[src/rtl/capture_reader_of_verifla.sv]
// Capture-buffer reader: walks the circular capture memory once from a start
// address and streams each word MSB byte first over a valid/ready byte port.
module capture_reader_of_verifla #(
   parameter int LA_MEM_ADDRESS_BITS = 8,
   parameter int LA_MEM_WORDLEN_BITS = 24
) (
   input  logic                           clk,
   input  logic                           rst_l,
   input  logic                           start,
   input  logic [LA_MEM_ADDRESS_BITS-1:0] start_addr,
   output logic [LA_MEM_ADDRESS_BITS-1:0] addrb,
   input  logic [LA_MEM_WORDLEN_BITS-1:0] doutb,
   output logic [7:0]                     tx_data,
   output logic                           tx_valid,
   input  logic                           tx_ready,
   output logic                           busy,
   output logic                           done
);

   localparam int A              = LA_MEM_ADDRESS_BITS;
   localparam int W              = LA_MEM_WORDLEN_BITS;
   localparam int BYTES_PER_WORD = W / 8;
   localparam int BCW            = $clog2(BYTES_PER_WORD + 1);

   localparam logic [BCW-1:0] LAST_BYTE = BCW'(BYTES_PER_WORD - 1);
   localparam logic [A-1:0]   LAST_WORD = '1;

   typedef enum logic [2:0] {
      IDLE,
      FETCH,
      LOAD,
      SEND,
      FIN
   } state_t;

   state_t         r_state;
   state_t         w_nextState;
   logic [A-1:0]   r_addr;
   logic [A-1:0]   r_wordCnt;
   logic [BCW-1:0] r_byteCnt;
   logic [W-1:0]   r_shreg;
   logic [7:0]     r_txData;
   logic           r_txValid;
   logic           w_accept;
   logic           w_lastByte;
   logic           w_lastWord;
   logic [W-1:0]   w_shifted;

   assign w_accept   = r_txValid & tx_ready;
   assign w_lastByte = (r_byteCnt == LAST_BYTE);
   assign w_lastWord = (r_wordCnt == LAST_WORD);
   assign w_shifted  = r_shreg << 8;

   always_ff @(posedge clk or negedge rst_l) begin
      if (!rst_l) begin
         r_state <= IDLE;
      end else begin
         r_state <= w_nextState;
      end
   end

   always_comb begin
      w_nextState = r_state;
      case (r_state)
         IDLE:    if (start) w_nextState = FETCH;
         FETCH:   w_nextState = LOAD;
         LOAD:    w_nextState = SEND;
         SEND:    if (w_accept && w_lastByte) w_nextState = w_lastWord ? FIN : FETCH;
         FIN:     w_nextState = IDLE;
         default: w_nextState = IDLE;
      endcase
   end

   // Memory data lands in LOAD; SEND then peels bytes off the top of the shift register.
   always_ff @(posedge clk or negedge rst_l) begin
      if (!rst_l) begin
         r_addr    <= '0;
         r_wordCnt <= '0;
         r_byteCnt <= '0;
         r_shreg   <= '0;
         r_txData  <= '0;
         r_txValid <= 1'b0;
      end else begin
         case (r_state)
            IDLE: begin
               if (start) begin
                  r_addr    <= start_addr;
                  r_wordCnt <= '0;
               end
            end
            LOAD: begin
               r_shreg   <= doutb;
               r_txData  <= doutb[W-1 -: 8];
               r_txValid <= 1'b1;
               r_byteCnt <= '0;
            end
            SEND: begin
               if (w_accept) begin
                  if (!w_lastByte) begin
                     r_shreg   <= w_shifted;
                     r_txData  <= w_shifted[W-1 -: 8];
                     r_byteCnt <= r_byteCnt + BCW'(1);
                  end else begin
                     r_txValid <= 1'b0;
                     if (!w_lastWord) begin
                        r_addr    <= r_addr + A'(1);
                        r_wordCnt <= r_wordCnt + A'(1);
                     end
                  end
               end
            end
            default: ;
         endcase
      end
   end

   assign addrb    = r_addr;
   assign tx_data  = r_txData;
   assign tx_valid = r_txValid;
   assign busy     = (r_state == FETCH) || (r_state == LOAD) || (r_state == SEND);
   assign done     = (r_state == FIN);

endmodule
[config.mk]
export PLATFORM = sky130hd
export DESIGN_NAME = capture_reader_of_verifla
export DESIGN_NICKNAME = d
export VERILOG_FILES = /design/src/rtl/capture_reader_of_verifla.sv
export SDC_FILE = /design/constraint.sdc
export NUM_CORES = 1
export LEC_CHECK = 0
export CAP_MARGIN = 20
export CORE_UTILIZATION = 25
export CTS_CLUSTER_SIZE = 14
export DETAILED_ROUTE_END_ITERATION = 8
export SLEW_MARGIN = 20
export SYNTH_ARGS = -nofsm -noshare
export SYNTH_HDL_FRONTEND = slang
export SYNTH_SLANG_ARGS = --single-unit
[constraint.sdc]
create_clock -name clk -period 3.33 [get_ports clk]
set_input_delay 0.4995 -clock clk [delete_from_list [all_inputs] [get_ports clk]]
set_output_delay 0.4995 -clock clk [all_outputs]
set_load 0.01 [all_outputs]
# Yosys cells after proc, flatten, opt, wreduce, memory -nomap -nowiden
# Index checks and enable logic that the tools add are counted.
dict set report totals {
  reg_bits 46
  inputBits 36
  out_inout_bits 19
}
dict set report op_classes {
  addsub 3
  eq_ne 12
  mux 26
  bitwise_logic 1
  n_reduce_logical 10
}
# cell count
set ops {}
lappend ops {{$mux W8} 10}
lappend ops {{$pmux W8 S2} 3}
lappend ops {{$mux W16} 2}
lappend ops {{$pmux W16 S2} 1}
lappend ops {{$add A8 B1 Y8 const B} 2}
lappend ops {{$ne A2 B2 Y1 const B} 6}
lappend ops {{$pmux W3 S4} 1}
lappend ops {{$mux W3} 3}
lappend ops {{$eq A8 B8 Y1 const B} 1}
lappend ops {{$eq A3 B2 Y1 const B} 2}
lappend ops {{$reduce_and A3 Y1} 2}
lappend ops {{$reduce_and A5 Y1} 1}
lappend ops {{$mux W2} 2}
lappend ops {{$pmux W2 S2} 1}
lappend ops {{$reduce_bool A2 Y1} 2}
lappend ops {{$eq A3 B1 Y1 const B} 1}
lappend ops {{$eq A3 B3 Y1 const B} 1}
lappend ops {{$logic_not A3 Y1} 1}
lappend ops {{$add A2 B1 Y2 const B} 1}
lappend ops {{$eq A2 B2 Y1 const B} 1}
lappend ops {{$logic_or A1 B1 Y1} 2}
lappend ops {{$mux W1} 2}
lappend ops {{$pmux W1 S2} 1}
lappend ops {{$reduce_and A2 Y1} 1}
lappend ops {{other kinds (2)} 2}

# Depth between registers and ports, before layout
dict set report logic_depth {
  depth_word 5
  ltp_mapped 7
  ltp_nobuf 6
}

# Least setup slack after synthesis
# OpenSTA, ideal clock, no wires.
dict set report synth_timing {
  kind {register to register}
  start {register r_byteCnt[0]}
  end {register r_addr[2], in the netlist addrb[2]}
  setup_ns 0.127
  arrival_time_ns 1.435
  t_required_ns 3.203
  slack_ns 1.768
  path_stages_with_launch 7
  path_buffers 0
  period_less_slack_ns 1.562
  path_cell_list {dfrtp_1 > inv_1 > ha_1 > and3_1 > a21oi_2 > a21oi_1 > o2bb2a_1}
}
dict set report synth_between {
  elab_chain_cells 3
}
# element line_no
set synth_lines {}
lappend synth_lines {{start: declaration} 40} ;# logic [BCW-1:0] r_byteCnt;
lappend synth_lines {{start signal: assignment} 102} ;# r_byteCnt <= r_byteCnt + BCW'(1);
lappend synth_lines {{$eq A2 B2 Y1} 50} ;# assign w_lastByte = (r_byteCnt == LAST_BYTE);
lappend synth_lines {{$ne A2 B2 Y1 (no source line)} n/a}
lappend synth_lines {{$reduce_and A5 Y1 (no source line)} n/a}
lappend synth_lines {{end signal: assignment} 87} ;# r_addr <= start_addr;
lappend synth_lines {{end signal: assignment} 106} ;# r_addr <= r_addr + A'(1);
lappend synth_lines {{end: declaration} 38} ;# logic [A-1:0] r_addr;
# No other way between the ends.
# A chain may end at the register's enable or synchronous reset.

# Worst setup path after layout
dict set report layout_timing {
  start {register r_state[0]}
  end {output done}
}
dict set report layout_between {
  elab_chain_cells 1
}
# element line_no
set layout_lines {}
lappend layout_lines {{start: declaration} 36} ;# state_t r_state;
lappend layout_lines {{start signal: assignment} 58} ;# r_state <= w_nextState;
lappend layout_lines {{$eq A3 B3 Y1} 121} ;# assign done = (r_state == FIN);
lappend layout_lines {{end: declaration} 17} ;# output logic done
# No other way between the ends.

==> key figures <==
Job
  – MaxCap Viol Count: 0

Synthesis
  – Mapped Cells: 244
  – Mapped Nets: 283
  – Post-synthesis sequential area ratio: 0.495
  – Flops & latches, synth: 46
  – Most instantiated library cell after synthesis: dfrtp_1
  – Synth top area share: 0.495
  – Area leader, netlist: dfrtp_1
  – Cell variety after synth: 45
  – Share of synthesized registers carrying an async set or reset: 1.00
  – Prevailing post-synth register cell: dfrtp_1
  – EDFF count, synth: 0
  – YS warnings: 0
  – Top post-synthesis cells by area: dfrtp_1 (49%), nand2_1 (7.1%), a31oi_1 (4.8%)
  – Synthesized area per cell: 9.54 um2
  – Mapped Area: 2330 um2
  – Synth cell count leaders: dfrtp_1 (46), nand2_1 (44), nor2_1 (25)

Power
  – Sw Share: 0.347
  – Power Density: 723 nW/um2
  – Sw power: 766 uW
  – Leak Pwr: between 1 and 1.5 nW
  – Comb pwr share: 0.388
  – Sequential Power Share: 0.420
  – Internal: 1.44 mW
  – Final Power: 2.20 mW
  – Clock network fraction of design power: 0.192
  – VDD IR max: 0.202 mV

Die
  – Die area: 9700 um2
  – Ports: 55
  – Die Wd: 98.5 um
  – Starting Density: 0.263
  – Core Footprint: 8850 um2
  – Row cnt: 34
  – DIE HEIGHT: 98.5 um

Clock tree
  – Clock buffer depth: 2
  – CTS tree: built
  – Clk_lat worst skew: 0.30 ns
  – Total setup buffers inserted after CTS: 0
  – H-tree levels: 2
  – Root Buffer: clkbuf_8
  – CTS buffer count: 5
  – Clock transition at path regs: 0.09 ns
  – CTS Sinks: 46
  – Hold_buf cts: 0
  – Cts repair resizes: 0

Critical path
  – Worst setup startpoint: r_state[0]
  – CP Data Arrival Time: 1.65 ns
  – Reg2Reg Launch Point: r_state[0]
  – Reg2reg path depth: 5
  – Worst flop-to-flop path endpoint: addrb[2]
  – Data required, critical path: 2.83 ns
  – Critical Path Sink Type: output port
  – CP startpoint kind: flop
  – R2R setup slack: 1.36 ns
  – Crit-path max FO: 10
  – Worst Setup Path Type: reg2out

Finish
  – Fill cell count: 926
  – Share of cells above drive strength 1: 0.0709
  – Finished Cell Area: between 3000 and 4000 um2
  – Fin nets: 334
  – # diodes: 0
  – Non-filler instance count after layout: between 400 and 500
  – Area delta synth->final: 31.0%

Timing
  – Slew of the pin with the lowest slew margin: 0.603 ns
  – Final Hold Viols: 0
  – Setup tns final: 0 ns
  – Fin. max-slew vios: 0
  – RSZ-0062 raised after global routing: no
  – Post-layout minimum cycle time: 2.15 ns
  – Slew Limit Headroom: 0.598
  – WHS: between 0.2 and 0.25 ns
  – Setup-failing EPs final: 0
  – Worst Skew: 0.00499 ns
  – Fin crit share: 0.645
  – Max Fclk: between 400 and 500 MHz

GRT
  – GRT busiest layer: met2
  – Met2 Use GR: 0.194
  – Vias in the first global route: 1947
  – Global-route wire length before repair: 9470 um
  – Largest net degree at the start of global routing: 47
  – Initial antenna violation count: 0
  – Met3 usage: 0.0291
  – Met1 usage: 0.164
  – Total GRT Usage: 0.122
  – Total grt overflow: 0

Hold path
  – Min-Delay Path Class: in2async

Placement
  – Inst Count DP: 396
  – GP Congestion: 0.834
  – DPL Wire Length: 3990 um
  – Post-place instance area: around 2900 um2
  – Port Buffers: 54

Status
  – Failing checks: DRC
  – Status: finished with violations

Routing
  – Final wirelength: 5820 um
  – DRC violations left: 8
  – DRT iter0 DRCs: just over 200
  – Vias per cell: 5.01
  – Detailed Routing Iterations Pass 1: 8
  – Post-DRT Antenna Nets: 0
  – Per-cell routed wire length: 14.4 um
  – Vias: 2024
## flip-flops by register name, indices dropped and copies added, names as in the netlist
register and flops:
r_shreg 16, tx_data 8, r_state 3, r_wordCnt 8
addrb 8, r_byteCnt 2, tx_valid 1
## power groups by stage
stage          Clock (mW)  Sequential [mW]  Combinational, mW
5_1_grt             0.456            0.955              0.953
4_1_cts             0.435            0.927              0.866
3_3_place_gp            0            0.932              0.855
3_5_place_dp            0            0.938              0.864
6_report            0.422            0.926              0.856
2_1_floorplan           0            0.947              0.498
## how the worst max path moves through the flow
| stage | endpoint | slack (ns) | depth (start not counted) |
|---|---|---|---|
| final | done | 1.18 | 3 |
| after CTS | done | 1.17 | 3 |
| after floorplan | addrb[2] | 1.77 | 6 |
| after detailed placement | addrb[7] | 1.01 | 5 |
| after global placement | addrb[7] | 1.07 | 5 |
| after global routing | busy | 1.10 | 3 |
## placed cells by master, fill, tap and decap left out, types with 2 or more instances in the layout
cell type / synthesis / routed
o2bb2a_4: 2 / 2
inv_1: 2 / 2
clkdlybuf4s50_1: 0 / 53
o21ai_1: 7 / 7
ha_1: 3 / 3
nand2_1: 44 / 44
dfrtp_1: 46 / 46
a21o_1: 2 / 2
clkinv_2: 0 / 2
a31oi_1: 18 / 18
nor2_1: 25 / 25
a21oi_1: 13 / 13
a22o_1: 9 / 9
a2bb2oi_1: 3 / 3
clkbuf_8: 0 / 5
nand3b_1: 3 / 3
buf_4: 3 / 4
and2_1: 2 / 2
o22ai_1: 4 / 4
and3_1: 6 / 6
nand3_1: 6 / 6
nor3_1: 2 / 2
o21bai_1: 2 / 2
o21ai_0: 6 / 6
a21oi_2: 3 / 3
o2111ai_1: 2 / 2
a41oi_1: 2 / 2
o31ai_1: 2 / 2
## logic make-up (layout without fill, tap and decap cells)
kind of cell,after synthesis,in the layout,synth area share
simple gates,97,97,0.196
compound gates,82,82,0.250
flops,46,46,0.495
buf+inv,15,67,0.0387
fa+ha+maj,3,3,0.0161
mux,1,1,0.00430
## final cells by class
cell class | instances | area [um2] | share of cell area
tap | 108 | 135 | 0.0443
inverter | 2 | 7.51 | 0.00246
clock buffer | 5 | 68.8 | 0.0226
timing repair buffer | 57 | 561 | 0.184
multi-input combinational | 183 | 1090 | 0.356
sequential | 46 | 1150 | 0.378
clock inverter | 3 | 40.0 | 0.0131
## through the flow
step	worst slack [ns]	util
after floorplan	1.77	-
after global placement	1.07	0.332
after detailed placement	1.01	0.332
after CTS	1.17	0.344
after global routing	1.10	0.345
final	1.18	0.345
## worst max-delay path, stage by stage, from the launching register on
cell             delay (ns)
dfrtp_1                0.51
nor2_1                 0.17
and2_1                 0.14
clkdlybuf4s50_1        0.52
## routing by layer
layer  routed length [um]  vias to the layer above
met5                    0                        -
met4                    5                        0
met3                  339                        2
met2                 2720                       63
met1                 2750                      959
li1                     -                     1000
(Power assumes the default switching activity.)
